==> src/rtl/calc_pkg.sv <==
// Shared encodings for the matrix-calculator operation sequencer:
// op_type codes, err_code values and the sequencer state type.
package calc_pkg;

  localparam logic [2:0] OP_TRANSPOSE = 3'b000;
  localparam logic [2:0] OP_ADD       = 3'b001;
  localparam logic [2:0] OP_SCALAR    = 3'b010;
  localparam logic [2:0] OP_MULTIPLY  = 3'b011;
  localparam logic [2:0] OP_CONV      = 3'b100;

  localparam logic [1:0] ERR_NONE    = 2'b00;
  localparam logic [1:0] ERR_INVALID = 2'b01;
  localparam logic [1:0] ERR_SEL_TO  = 2'b10;
  localparam logic [1:0] ERR_EXEC_TO = 2'b11;

  typedef enum logic [2:0] {
    StIdle,
    StSelReq,
    StSelWait,
    StSelClr,
    StExecReq,
    StExecWait,
    StDone,
    StFail
  } state_t;

endpackage

==> src/rtl/calc_timeout_timer.sv <==
// Saturating wait timer: cleared the cycle before a wait state, counts while enabled,
// flags expiry once it reaches TIMEOUT_CYCLES-1.
module calc_timeout_timer #(
  parameter int unsigned TIMEOUT_CYCLES = 50000,
  parameter int unsigned TO_W           = 16
) (
  input  logic clk,
  input  logic rst_n,
  input  logic i_clear,
  input  logic i_enable,
  output logic o_expired
);

  localparam logic [TO_W-1:0] LastCount = TO_W'(TIMEOUT_CYCLES - 1);

  logic [TO_W-1:0] r_count;

  always_ff @(posedge clk or negedge rst_n) begin
    if (!rst_n) begin
      r_count <= '0;
    end else if (i_clear) begin
      r_count <= '0;
    end else if (i_enable && (r_count != LastCount)) begin
      r_count <= r_count + 1'b1;
    end
  end

  assign o_expired = (r_count == LastCount);

endmodule

==> src/rtl/calc_op_sequencer.sv <==
// Operation controller: selector handshake, ALU launch, completion/error reporting.
// Optional feature: define CALC_SEQ_RETRY_EN to retry random-mode selection failures.
module calc_op_sequencer #(
  parameter int unsigned TIMEOUT_CYCLES = 50000,
  parameter int unsigned TO_W           = 16
`ifdef CALC_SEQ_RETRY_EN
  , parameter int unsigned MAX_RETRY    = 3
`endif
) (
  input  logic       clk,
  input  logic       rst_n,
  input  logic       op_start,
  input  logic       manual_mode,
  input  logic [2:0] op_type,
  output logic       sel_start,
  output logic       sel_mode,
  output logic [2:0] sel_op,
  input  logic       sel_done,
  input  logic       sel_error,
  input  logic [3:0] sel_a,
  input  logic [3:0] sel_b,
  output logic       alu_start,
  output logic [2:0] alu_op,
  output logic [3:0] alu_id_a,
  output logic [3:0] alu_id_b,
  input  logic       alu_done,
  output logic       busy,
  output logic       op_done,
  output logic       op_error,
  output logic [1:0] err_code
);
  import calc_pkg::*;

  state_t     r_state;
  logic       r_sel_start, r_sel_mode, r_alu_start, r_busy, r_op_done, r_op_error;
  logic [2:0] r_sel_op, r_alu_op;
  logic [3:0] r_alu_id_a, r_alu_id_b;
  logic [1:0] r_err_code;
  logic       r_clr_gap;
  logic       w_expired, w_timer_clear, w_timer_en, w_retry_now;

  assign w_timer_clear = (r_state == StSelReq) || (r_state == StExecReq);
  assign w_timer_en    = (r_state == StSelWait) || (r_state == StExecWait);

  calc_timeout_timer #(
    .TIMEOUT_CYCLES(TIMEOUT_CYCLES),
    .TO_W          (TO_W)
  ) u_timer (
    .clk      (clk),
    .rst_n    (rst_n),
    .i_clear  (w_timer_clear),
    .i_enable (w_timer_en),
    .o_expired(w_expired)
  );

`ifdef CALC_SEQ_RETRY_EN
  localparam int unsigned RW = $clog2(MAX_RETRY + 1);
  logic [RW-1:0] r_retry_cnt;

  // Only selector-reported errors in random mode are retried, never timeouts.
  assign w_retry_now = (r_state == StSelWait) && sel_error && !r_sel_mode &&
                       (r_retry_cnt < RW'(MAX_RETRY));

  always_ff @(posedge clk or negedge rst_n) begin
    if (!rst_n) begin
      r_retry_cnt <= '0;
    end else if ((r_state == StIdle) && op_start) begin
      r_retry_cnt <= '0;
    end else if (w_retry_now) begin
      r_retry_cnt <= r_retry_cnt + 1'b1;
    end
  end
`else
  assign w_retry_now = 1'b0;
`endif

  always_ff @(posedge clk or negedge rst_n) begin
    if (!rst_n) begin
      r_state     <= StIdle;
      r_sel_start <= 1'b0;
      r_sel_mode  <= 1'b0;
      r_sel_op    <= 3'b000;
      r_alu_start <= 1'b0;
      r_alu_op    <= 3'b000;
      r_alu_id_a  <= 4'h0;
      r_alu_id_b  <= 4'h0;
      r_busy      <= 1'b0;
      r_op_done   <= 1'b0;
      r_op_error  <= 1'b0;
      r_err_code  <= ERR_NONE;
      r_clr_gap   <= 1'b0;
    end else begin
      r_sel_start <= 1'b0;
      r_alu_start <= 1'b0;
      r_op_done   <= 1'b0;
      unique case (r_state)
        StIdle: begin
          if (op_start) begin
            r_state     <= StSelReq;
            r_sel_start <= 1'b1;
            r_sel_mode  <= manual_mode;
            r_sel_op    <= op_type;
            r_alu_op    <= op_type;
            r_op_error  <= 1'b0;
            r_err_code  <= ERR_NONE;
            r_busy      <= 1'b1;
          end
        end
        StSelReq: r_state <= StSelWait;
        StSelWait: begin
          if (sel_error) begin
            r_state     <= StSelClr;
            r_sel_start <= 1'b1;
            r_clr_gap   <= 1'b0;
            if (!w_retry_now) r_err_code <= ERR_INVALID;
          end else if (sel_done) begin
            r_state     <= StExecReq;
            r_alu_start <= 1'b1;
            r_alu_id_a  <= sel_a;
            r_alu_id_b  <= sel_b;
          end else if (w_expired) begin
            r_state     <= StSelClr;
            r_sel_start <= 1'b1;
            r_clr_gap   <= 1'b0;
            r_err_code  <= ERR_SEL_TO;
          end
        end
        StSelClr: begin
          // Clear pulse, then a gap cycle; a still-clean err_code marks a pending retry.
          if (!r_clr_gap) begin
            r_clr_gap <= 1'b1;
          end else if (r_err_code == ERR_NONE) begin
            r_state     <= StSelReq;
            r_sel_start <= 1'b1;
          end else begin
            r_state    <= StFail;
            r_op_error <= 1'b1;
          end
        end
        StExecReq: r_state <= StExecWait;
        StExecWait: begin
          if (alu_done) begin
            r_state   <= StDone;
            r_op_done <= 1'b1;
          end else if (w_expired) begin
            r_state    <= StFail;
            r_op_error <= 1'b1;
            r_err_code <= ERR_EXEC_TO;
          end
        end
        StDone, StFail: begin
          r_state <= StIdle;
          r_busy  <= 1'b0;
        end
        default: begin
          r_state <= StIdle;
          r_busy  <= 1'b0;
        end
      endcase
    end
  end

  assign sel_start = r_sel_start;
  assign sel_mode  = r_sel_mode;
  assign sel_op    = r_sel_op;
  assign alu_start = r_alu_start;
  assign alu_op    = r_alu_op;
  assign alu_id_a  = r_alu_id_a;
  assign alu_id_b  = r_alu_id_b;
  assign busy      = r_busy;
  assign op_done   = r_op_done;
  assign op_error  = r_op_error;
  assign err_code  = r_err_code;

endmodule

==> config.mk <==
export PLATFORM = sky130hd
export DESIGN_NAME = calc_op_sequencer
export DESIGN_NICKNAME = d
export VERILOG_FILES = /design/src/rtl/calc_pkg.sv /design/src/rtl/calc_timeout_timer.sv /design/src/rtl/calc_op_sequencer.sv
export SDC_FILE = /design/constraint.sdc
export NUM_CORES = 1
export LEC_CHECK = 0
export ABC_AREA = 1
export BUFFER_PORTS_ARGS = -buffer_cell sky130_fd_sc_hd__buf_2
export CORE_ASPECT_RATIO = 0.6
export CORE_MARGIN = 1.5
export CORE_UTILIZATION = 60
export CTS_CLUSTER_SIZE = 25
export DETAILED_ROUTE_END_ITERATION = 10
export PLACE_DENSITY = 0.86
export SKIP_CTS_REPAIR_TIMING = 1
export SLEW_MARGIN = 20
export SYNTH_ARGS = -nofsm -noshare
export SYNTH_HDL_FRONTEND = slang
export SYNTH_HIERARCHICAL = 1
export SYNTH_SLANG_ARGS = --single-unit
export TNS_END_PERCENT = 20
==> constraint.sdc <==
create_clock -name clk -period 2.4 [get_ports clk]
set_input_delay 0.6 -clock clk [delete_from_list [all_inputs] [get_ports clk]]
set_output_delay 0.6 -clock clk [all_outputs]
set_load 0.02 [all_outputs]
-- After elaboration in Yosys (flattened, before gate mapping)
Index checks and enable logic that the tools add are counted.
- bits in registers: 39
- output and inout bits: 22
- logic and storage cells: 93
- $add $sub $neg: 1
- equality and inequality tests: 18
- mux-type cells: 42
- bitwise operators: 1
- reductions and logical operators: 18
- operators with widths (kind ; number):
    $mux 16 ; 2
    $mux 3 ; 8
    $pmux 3 s7 ; 1
    $mux 1 ; 20
    $add 16x1->16 const B ; 1
    $eq 16x16->1 const B ; 1
    $ne 16x16->1 const B ; 1
    $eq 3x3->1 const B ; 4
    $mux 2 ; 6
    $reduce_and 6->1 ; 2
    $ne 2x2->1 const B ; 4
    $eq 3x2->1 const B ; 2
    $ne 3x2->1 const B ; 2
    $pmux 1 s3 ; 2
    $pmux 2 s3 ; 1
    $reduce_and 3->1 ; 2
    $reduce_bool 2->1 ; 3
    $reduce_bool 3->1 ; 2
    $ne 4x3->1 const B ; 1
    $pmux 1 s2 ; 2
    $reduce_and 2->1 ; 2
    $reduce_and 4->1 ; 1
    $eq 3x1->1 const B ; 1
    $logic_not 3->1 ; 1
    7 further kinds ; 8

-- Logic depth before layout (Yosys ltp)
Gate-level depths: netlist of run 1.
- depth after elaboration: 5
- mapped depth: 13
- gate-level depth less buffers: 13

-- By module
The synthesis of run 1 kept the hierarchy.
- modules (own cells, without submodules) (module ; times used ; cells each ; area an instance (um^2) ; seq. area each (um^2)):
    calc_op_sequencer ; 1 ; 144 ; 1243.7 ; 575.6
    calc_timeout_timer ; 1 ; 157 ; 1073.5 ; 400.4

-- Least setup slack after synthesis of run 1
No wires, ideal clock.
- path type: register -> register
- start point: register u_timer.r_count[0]
- end point: register r_err_code[1] (netlist: err_code[1])
- setup time: 0.117 ns
- arrival: 1.507 ns
- required time: 2.283 ns
- slack: 0.776 ns
- cell stages (with the launch flop): 13
- buffers on the path: 0
- period minus slack after synthesis: 1.624 ns
- cell sequence: dfrtp_1 -> ha_1 -> nand3_2 -> nor2_2 -> nand2_2 -> inv_1 -> inv_1 -> nor2_1 -> nor2_2 -> nor2_2 -> nand3_2 -> nand2_1 -> nand2_1
- longest elaborated chain between the ends: 3
- ends and longest elaborated chain (what ; line ; text):
    start: declaration ; calc_timeout_timer.sv:16 ; logic [TO_W-1:0] r_count;
    start signal: assignment ; calc_timeout_timer.sv:24 ; r_count <= r_count + 1'b1;
    $eq 16x16->1 * ; calc_timeout_timer.sv:28 ; assign o_expired = (r_count == LastCount);
    via w_expired ; calc_op_sequencer.sv:40 ; logic w_expired, w_timer_clear, w_timer_en, w_retry_now;
    $ne 3x2->1 (no line) or $ne 2x1->1 (tied branches) ; - ;
    $reduce_and 6->1 (no line) * ; - ;
    end signal: assignment ; calc_op_sequencer.sv:90 ; r_err_code <= ERR_NONE;
    end signal: assignment ; calc_op_sequencer.sv:105 ; r_err_code <= ERR_NONE;
    end signal: assignment ; calc_op_sequencer.sv:115 ; if (!w_retry_now) r_err_code <= ERR_INVALID;
    end: declaration ; calc_op_sequencer.sv:38 ; logic [1:0] r_err_code;
Mark *: on every way through the listed nets, which the timed path passes. The rest lies on a longest branch.
A chain may end at the register's enable or synchronous reset.

-- Final worst setup path of run 1
- start point: register r_state[0]
- end point: register u_timer.r_count[2]
- RTL lines (what ; line ; text):
    start: declaration ; calc_op_sequencer.sv:34 ; state_t r_state;
    start signal: assignment ; calc_op_sequencer.sv:79 ; r_state <= StIdle;
    start signal: assignment ; calc_op_sequencer.sv:99 ; r_state <= StSelReq;
    start signal: assignment ; calc_op_sequencer.sv:109 ; StSelReq: r_state <= StSelWait;
    $eq 3x1->1 or $eq 3x3->1 (tied branches) ; calc_op_sequencer.sv:42 ; assign w_timer_clear = (r_state == StSelReq) || (r_state == StExecReq);
    $logic_or 1x1->1 * ; calc_op_sequencer.sv:42 ;
    via w_timer_clear ; calc_op_sequencer.sv:40 ;
    $mux 16 or $reduce_bool 2->1 (tied branches) ; - ;
Marked as above.

==> results.md, run 1 <==
* Post-synth EDFFs at 0
* Row count at 17
* Clock sinks at 39
* Startpoint types: flop
* Synth warn at 6
* Power per cell area at 1140 nW/um^2
* Top cell type by total area after synthesis: dfrtp_1
* Congestion Overflow GR at 0
* Ports at 40
* Max-slew headroom at between 50 and 60%
* Die X at 83.23 um
* Die height at between 50 and 60 um
* Final setup margin at 0.4057 ns
* CP required at between 2 and 3 ns
* Worst Hold Class: in -> async
* Synth-to-Final Area Change at 12.63%
* Seq/Total Area, Yosys at between 40% and 50%
* N_diodes at 0
* Synth cell types at 31
* Routed Antenna Nets at 0
* Clock buffer depth at 2
* Final Critical Period at around 2.0 ns
* Avg WL per Cell at 13.80 um
* Ys async rst share at 100.0%
* DRC at 0
* H-tree depth at 2
* WP data arrival at around 2.2 ns
* Fillers at 284
* Worst-Margin Slew at ~0.62 ns
* Via Count at 2133
* DP Area at 2525 sq um
* TritonCTS clock tree: built
* Crit Path Max Fanout at 14
* Yosys top cell area share at between 40% and 50%
* Finished Cell Area at around 2600 sq um
* GP Congestion at 1.014
* Layout cells sized above 1 at 26.02%
* Syn avg cell area at 7.698 sq um
* FMAX at 501.4 MHz
* Clk_skew at 0.003482 ns
* Pin count of the biggest net entering global routing at 16
* Top post-synthesis cells by area: dfrtp_1 (42%), nand2_1 (17%), nor2_1 (4.9%), nand3_1 (4.8%), nand4_1 (4.3%)
* Top_reg_cell synth: dfrtp_1
* Multi-input logic area at about 1200 sq um
* Outcome: completed
* Worst-Skew Late Latency at 0.29 ns
* Pins over their slew limit at 0
* Root buf cell: clkbuf_8
* Final hold violation count at 0
* Final net count at 360
* Max VDD drop at 0.8781 mV
* Tot GR Track Use at 28.57%
* Total iterations of the first detailed-routing run at 5
* Pre-CTS setup slack at 0.4583 ns
* Setup TNS at 0 ns
* Number of vias per cell at 5.483
* DIE AREA at 4256 sq um
* Initial antenna violation count at 0
* Initial Util at between 60 and 70%
* Period utilization at 83.10%
* Core area at 3680 sq um
* Static Leak at 1.396 nW
* Critical path type: reg -> reg
* Max-cap violations at 0
* Clk pin slew, worst setup/hold paths at 0.08 ns
* Register bit count reported by yosys at 39
* First-pass GRT wire length at 9308 um
* RSZ-0062 raised after global routing: no
* Vias in the first global route at 2009
* FF+latch area at 975.9 sq um
* First DRT Iteration DRCs at 193
* Hpwl dp at 4068 um
* Final wirelength at 5369 um
* Final setup violation count at 0
* Crit. End Element: flop
* Cells on worst reg2reg path at 9
* Post-synthesis cell area at 2317 sq um
* PortBufs at 39
* CTS buffer count at 5
* Syn nets at 320
* Mapped Cells at 301
per-layer routing:
metal,GRT usage (%),vias to the layer above,routed length (um)
met5,0,-,0
met4,9.444,0,71
met3,7.593,9,528
met2,42.41,112,2228
met1,41.05,970,2541
li1,-,1042,-
worst max-delay path, cell delays in order, from the launching register on:
cell and delay (ns):
dfrtp_1 0.57, inv_2 0.14, nor2_4 0.13, nand2_1 0.08, nand2_1 0.12, inv_1 0.26, nand2_4 0.20, clkinv_2 0.20
nand2_1 0.12, nand2_1 0.06
cells in the final DEF (no fill, tap or decap), drive strengths merged:
| master | Yosys | final |
|---|---|---|
| a21boi | 1 | 1 |
| a31oi | 1 | 1 |
| buf | 7 | 41 |
| clkbuf | 1 | 6 |
| clkinv | 1 | 2 |
| clkinvlp | 0 | 1 |
| dfrtp | 39 | 39 |
| ha | 1 | 1 |
| inv | 25 | 25 |
| mux2 | 4 | 4 |
| nand2 | 119 | 119 |
| nand3 | 29 | 29 |
| nand4 | 16 | 16 |
| nor2 | 40 | 40 |
| nor3 | 1 | 1 |
| o211ai | 1 | 1 |
| o21ai | 7 | 7 |
| o21bai | 2 | 2 |
| or2 | 1 | 1 |
| xor2 | 5 | 5 |
path summary, 6_finish.rpt:
check	start	endpoint	slack, ns
worst max register to register	r_state[0]	u_timer/r_count[2]	0.41
worst max-delay path	r_state[0]	u_timer/r_count[2]	0.41
min in group clk	alu_id_b[0]	alu_id_b[0]	0.48
worst min-delay path	rst_n	alu_id_a[0]	0.19
max in group asynchronous	rst_n	busy	1.70
worst min register to register	alu_id_b[0]	alu_id_b[0]	0.48
logic make-up (layout without fill, tap and decap cells):
| logic type | after synthesis | after routing | share of synthesized area (%) |
|---|---|---|---|
| AND/OR/NAND/NOR | 206 | 206 | 42.33 |
| flip-flops | 39 | 39 | 42.12 |
| buffers and inverters | 34 | 75 | 7.127 |
| AO/OA/AOI/OAI | 12 | 12 | 3.402 |
| XOR/XNOR | 5 | 5 | 1.890 |
| multiplexers | 4 | 4 | 2.592 |
| adder cells (fa/ha/maj) | 1 | 1 | 0.5399 |
Yosys cell counts, types with 4 or more instances:
master	number
nand2_1	108
buf_4	4
nand4_1	16
nor2_2	6
xor2_1	5
inv_2	4
nand2_2	10
o21ai_0	4
nand3_1	22
dfrtp_1	39
nor2_1	30
mux2_4	4
nor2_4	4
inv_1	20
nand3_2	5
flip-flops by register name, indices dropped and copies added (netlist names), 2 cells and up:
register,cells
u_timer/r_count,16
alu_id_a,4
r_state,3
err_code,2
alu_id_b,4
alu_op,3
through the flow:
step | total power, mW | instances | util (%) | hold slack [ns]
finish | 2.975 | 389 | 70.93 | 0.1869
global route | 3.173 | 389 | 70.93 | 0.1943
CTS | 2.970 | 389 | 70.93 | 0.1870
detailed placement | 2.523 | 381 | 68.62 | 0.4585
global placement | 2.472 | 381 | 68.62 | 0.4555
floorplan | 2.203 | 301 | - | 0.3044
cell type report:
class | count | area share (%)
repair buffers | 41 | 8.054
multi-input cells | 228 | 45.06
inverters | 26 | 3.979
clock buffers | 6 | 2.780
flip-flops and latches | 39 | 37.39
clock inverters | 2 | 0.4794
well taps | 47 | 2.253
power by group:
group | switching (mW) | internal [mW] | total [mW]
clock network | 0.232 | 0.203 | 0.436
registers | 0.191 | 0.847 | 1.04
logic | 1.02 | 0.478 | 1.50
(Power assumes the default switching activity.)
==> run 2, diff against run 1 <==
Settings changed: ABC_AREA 1 to 0, CORE_UTILIZATION 60 to 49, PLACE_DENSITY 0.86 to 0.76.
Clock period 2.4 ns to 1.6 ns, I/O delays scaled along.
==> results.md, run 2 <==
* Outcome: finished with violations
* Failing checks: design-rule violations, negative setup slack
* Pin count of the biggest net entering global routing at 21 (+5)
* DIE AREA at 4461 sq um (+4.8%)
* Avg WL per Cell at 15.28 um (+11%)
* Post-layout util at 71.78% (+0.85 points)
* Final net count at 285 (-21%)
* First-pass GRT wire length at 7334 um (-21%)
* Post-synth top cells: dfrtp_1 (39), nor2_1 (21), nand2_1 (13), a21oi_1 (12), mux2_2 (11)
* Initial Util at 52.51% (-10 points)
* WP data arrival at 2.19 ns (+0.02 ns)
* Top-count cell post-synth: dfrtp_1
* Worst Hold Class: in -> async
* Top cell type by total area after synthesis: dfrtp_1
* Synth Area in Simple Gates at 24.23% (-18 points)
* Register bit count reported by yosys at 39 (unchanged)
* Final hold violation count at 0 (unchanged)
* Sw Pwr at 1.748 mW (+21%)
* Fillers at 286 (+0.70%)
* Post-synthesis mux area share at 9.125% (+6.5 points)
* Seq/Total Area, Yosys at 49.09% (+7.0 points)
* Reg power frac at 32.6% (-2.3 points)
* Final wirelength at 4798 um (-11%)
* Pins over their slew limit at 0 (unchanged)
* Pwr Total at 4.443 mW (+49%)
* Die X at 85.24 um (+2.4%)
* Clock group share of total power at 18.3% (+3.7 points)
* Period utilization at 122.9% (+40 points)
* Final Critical Period at 1.966 ns (-0.02836 ns)
* Combinational power share at 49.1% (-1.4 points)
* Hpwl dp at 3500 um (-14%)
* Core area at 3786 sq um (+2.9%)
* FMAX at 508.7 MHz (+1.4%)
* Final setup violation count at 24 (+24)
* Clock sinks at 39 (unchanged)
* Ys async rst share at 100.0% (unchanged)
* Placed instance count at 305 (-20%)
* Static Leak at 1.303 nW (-6.7%)
* Routed Antenna Nets at 0 (unchanged)
* GP Congestion at 0.8464 (-17%)
* Max-slew headroom at 65.45% (+6.9 points)
* Top reg by flops: u_timer/r_count
* DRC at 5 (+5)
* Congestion Overflow GR at 0 (unchanged)
* Row count at 17 (unchanged)
* N_diodes at 0 (unchanged)
* Net Sw Frac at 39.35% (-9.3 points)
* Max reg flops at 16 (unchanged)
* CTS buffer count at 5 (unchanged)
* Post-Synth Adder-Cell Area at 0.6293% (+0.089 points)
* Crit Path Max Fanout at 5 (-9)
* Root buf cell: clkbuf_8
* Worst-Skew Late Latency at 0.29 ns (about the same)
* XOR/XNOR share of the synthesized area at 2.203% (+0.31 points)
* Ports at 40 (unchanged)
* Max-cap violations at 0 (unchanged)
* Vias in the first global route at 1550 (-23%)
* RSZ-0062 raised after global routing: yes
* Post-synthesis compound-gate area fraction at 11.01% (+7.6 points)
* Setup TNS at -4.907 ns (-4.907 ns)
* Yosys top cell area share at 49.09% (+7.0 points)
* Post-synthesis cell area at 1988 sq um (-14%)
* Mapped Cells at 196 (-35%)
* Synth warn at 6 (unchanged)
* Final setup margin at -0.3660 ns (-0.7716 ns)
* Hold Slack at 0.05984 ns (-0.1271 ns)
* Die height at 52.34 um (+2.4%)
* Syn nets at 215 (-33%)
* Via Count at 1783 (-16%)
* Top post-synthesis cells by area: dfrtp_1 (49%), mux2_2 (6.2%), nor2_1 (4.0%), a21oi_1 (3.0%), nand2_1 (2.5%)
* Critical path type: reg -> reg
* Pre-CTS setup slack at -0.3464 ns (-0.8047 ns)
* Non-Filler Instances at 314 (-19%)
* First DRT Iteration DRCs at 150 (-22%)
* Total iterations of the first detailed-routing run at 7 (+2)
* CP required at 1.83 ns (-0.75 ns)
* H-tree depth at 2 (unchanged)
* Synth cell types at 47 (+52%)
* Synth-to-Final Area Change at 36.69%
* Power per cell area at 1635 nW/um^2 (+43%)
* Clock buffer depth at 2 (unchanged)
* Worst-Margin Slew at 0.5128 ns (-0.1048 ns)
* Max VDD drop at 1.084 mV (+23%)
* Internal at 2.695 mW (+76%)
* DP Area at 2479 sq um (-1.8%)
* Clk_skew at 0.008485 ns (+0.005003 ns)
* Crit. End Element: flop
* Layout cells sized above 1 at 46.07% (+20 points)
* PortBufs at 39 (unchanged)
* Clk pin slew, worst setup/hold paths at 0.08 ns (about the same)
* Main combinational cell family by area after synthesis: simple AND/OR/NAND/NOR gates
* Post-synth EDFFs at 0 (unchanged)
* Tot GR Track Use at 22.00% (-6.6 points)
* Most frequent cells in the layout: dfrtp_1 (39), buf_2 (39), buf_4 (32)
* Top_reg_cell synth: dfrtp_1
* Number of vias per cell at 5.678 (+3.6%)
* Finished Cell Area at 2718 sq um (+4.1%)
* TritonCTS clock tree: built
* Syn avg cell area at 10.14 sq um (+32%)
* Startpoint types: flop
* Initial antenna violation count at 0 (unchanged)
run 2: cells by family (layout without fill, tap and decap cells):
logic type      Yosys count  count (layout)
xor+xnor                  5               5
simple gates             85              85
fa+ha+maj                 1               1
mux                      16              16
buf+inv                  16              87
compound gates           34              34
flops                    39              39
run 2: worst paths after layout:
| check | end | depth (start not counted) | slack, ns | start |
|---|---|---|---|---|
| worst min register to register | busy | 1 | 0.50 | busy |
| worst min-delay path | alu_start | 1 | 0.06 | rst_n |
| max in group asynchronous | u_timer/r_count[9] | 2 | 1.07 | rst_n |
| min in group clk | alu_op[0] | 2 | 0.34 | op_type[0] |
| worst max register to register | err_code[1] | 6 | -0.37 | u_timer/r_count[5] |
| worst max-delay path | err_code[1] | 6 | -0.37 | u_timer/r_count[5] |
run 2: layer usage:
layer  routed length, um  GRT usage [%]
met5                   0              0
met1                2248          32.12
met4                  34          4.645
met2                2139          32.41
met3                 376          6.457
run 2: critical path, cell delays in order, from the launching register on:
cell and delay [ns]:
dfrtp_1 0.39, or4_4 0.55, nor4_4 0.27, nand3b_1 0.15, or2_4 0.25, a22oi_2 0.14, o22a_1 0.17
run 2: area by class of cell:
type                    instances  area, sq um  area share, %
multi-input cells             141         1066          39.23
flip-flops and latches         39        975.9          35.91
repair buffers                 75        489.2          18.00
clock buffers                   5        68.82          2.532
well taps                      47        58.81          2.164
clock inverters                 3        43.79          1.611
inverters                       4        15.01         0.5525
run 2: power by group through the flow:
stage | Clock (mW) | Sequential [mW] | Combinational [mW]
after global placement | 0 | 1.44 | 1.95
after floorplan | 0 | 1.75 | 1.05
after CTS | 0.834 | 1.44 | 2.02
after global routing | 0.884 | 1.47 | 2.34
final | 0.813 | 1.45 | 2.18
after detailed placement | 0 | 1.46 | 2.02
==> run 3, diff against run 2 <==
Settings changed: RECOVER_POWER set to 25.
==> results.md, run 3 (synthesis gave the netlist of run 2 again) <==
* Initial antenna violation count at 0 (unchanged)
* Crit Path Max Fanout at 5 (unchanged)
* First-pass GRT wire length at 7334 um (unchanged)
* DRC at 5 (unchanged)
* Commonest non-fill, non-tap cell in the layout: dfrtp_1
* TritonCTS clock tree: built
* CP required at 1.83 ns (about the same)
* Worst setup path start: u_timer/r_count[5]
* Final net count at 285 (unchanged)
* Delay-heaviest family, CP: simple AND/OR/NAND/NOR gates
* Clock sinks at 39 (unchanged)
* Clk_skew at 0.008485 ns (unchanged)
* WP buf/inv at 0 (unchanged)
* Finished Cell Area at 2716 sq um (about the same)
* RSZ-0062 raised after global routing: yes
* Critical path type: reg -> reg
* Hold Slack at 0.3091 ns (+0.2492 ns)
* Initial Util at 52.51% (unchanged)
* Clk pin slew, worst setup/hold paths at 0.08 ns (about the same)
* Biggest cell delay along the critical path at 0.55 ns (about the same)
* Tot GR Track Use at 22.00% (unchanged)
* Number of vias per cell at 5.678 (unchanged)
* Core area at 3786 sq um (unchanged)
* Root buf cell: clkbuf_8
* Static Leak at 1.300 nW (-0.21%)
* Vias in the first global route at 1550 (unchanged)
* Flop2flop setup slack at -0.37 ns (about the same)
* Final Critical Period at 1.966 ns (unchanged)
* Setup TNS at -4.907 ns (unchanged)
* Worst R2R End: err_code[1]
* Layout cells sized above 1 at 45.69% (-0.37 points)
* Routed Antenna Nets at 0 (unchanged)
* DP Area at 2479 sq um (unchanged)
* Cells on worst reg2reg path at 6 (unchanged)
* Period utilization at 122.9% (unchanged)
* Power per cell area at 1636 nW/um^2 (about the same)
* Congestion Overflow GR at 0 (unchanged)
* Max-slew headroom at 24.50% (-41 points)
* Final wirelength at 4796 um (about the same)
* Worst-Margin Slew at 1.133 ns (+0.6197 ns)
* H-tree depth at 2 (unchanged)
* Die X at 85.24 um (unchanged)
* FMAX at 508.7 MHz (unchanged)
* Final setup violation count at 24 (unchanged)
* Final hold violation count at 0 (unchanged)
* Clock buffer depth at 2 (unchanged)
* Capture point of the worst path: err_code[1]
* Final setup margin at -0.3660 ns (unchanged)
* Non-Filler Instances at 314 (unchanged)
* N_diodes at 0 (unchanged)
* Max VDD drop at 1.084 mV (unchanged)
* Worst-Skew Late Latency at 0.29 ns (about the same)
* Avg WL per Cell at 15.27 um (about the same)
* Crit. End Element: flop
* Max stage delay cell, worst path: or4_4
* Worst reg2reg path startpoint: u_timer/r_count[5]
* CTS buffer count at 5 (unchanged)
* WP data arrival at 2.19 ns (about the same)
* Worst Hold Class: in -> async
* Max reg flops at 16 (unchanged)
* Total iterations of the first detailed-routing run at 7 (unchanged)
* PortBufs at 39 (unchanged)
* Ports at 40 (unchanged)
* Row count at 17 (unchanged)
* Outcome: finished with violations
* Failing checks: design-rule violations, negative setup slack
* Pin count of the biggest net entering global routing at 21 (unchanged)
* First DRT Iteration DRCs at 150 (unchanged)
* Synth-to-Final Area Change at 36.63% (about the same)
* Crit path depth at 6 (unchanged)
* Die height at 52.34 um (unchanged)
* Pins over their slew limit at 0 (unchanged)
* GP Congestion at 0.8464 (unchanged)
* Hpwl dp at 3500 um (unchanged)
* Pre-CTS setup slack at -0.3464 ns (unchanged)
* Top reg by flops: u_timer/r_count
* DIE AREA at 4461 sq um (unchanged)
* Max-cap violations at 0 (unchanged)
* Placed instance count at 305 (unchanged)
* Startpoint types: flop
* Most frequent cells in the layout: dfrtp_1 (39), buf_2 (38), buf_4 (32)
* Via Count at 1783 (unchanged)
* Worst-path cell chain: or4_4, nor4_4, nand3b_1, or2_4, a22oi_2, o22a_1
-- run 3: final cells by class --
| type | count | area (sq um) |
|---|---|---|
| clock inverters | 3 | 43.79 |
| fillers | 286 | 1070 |
| well taps | 47 | 58.81 |
| clock buffers | 5 | 68.82 |
| repair buffers | 75 | 488.0 |
| flip-flops and latches | 39 | 975.9 |
| multi-input cells | 141 | 1066 |
| inverters | 4 | 15.01 |
-- run 3: stage by stage --
stage | total power [mW] | util, %
floorplan | 2.804 | -
global placement | 3.388 | 65.47
detailed placement | 3.471 | 65.47
CTS | 4.289 | 68.44
global route | 4.702 | 71.74
finish | 4.443 | 71.74
-- run 3: how the worst min path moves through the flow --
| stage | start | end | cells after the start |
|---|---|---|---|
| global route | op_type[2] | alu_op[2] | 2 |
| detailed placement | rst_n | alu_id_a[2] | 1 |
| floorplan | rst_n | alu_id_a[0] | 0 |
| global placement | rst_n | alu_id_a[2] | 1 |
| CTS | rst_n | alu_op[1] | 1 |
| finish | rst_n | alu_start | 1 |
-- run 3: power breakdown --
group / internal [mW] / total, mW / switching (mW)
Clock: 0.464 / 0.813 / 0.349
Sequential: 1.28 / 1.45 / 0.169
Combinational: 0.951 / 2.18 / 1.23
-- run 3: layer usage --
| layer | up-vias | global-route usage [%] | share of wire [%] |
|---|---|---|---|
| met5 | - | 0 | 0 |
| met4 | 0 | 4.645 | 0.71 |
| met1 | 862 | 32.12 | 47 |
| met2 | 82 | 32.41 | 45 |
| li1 | 832 | - | - |
| met3 | 7 | 6.457 | 7.8 |
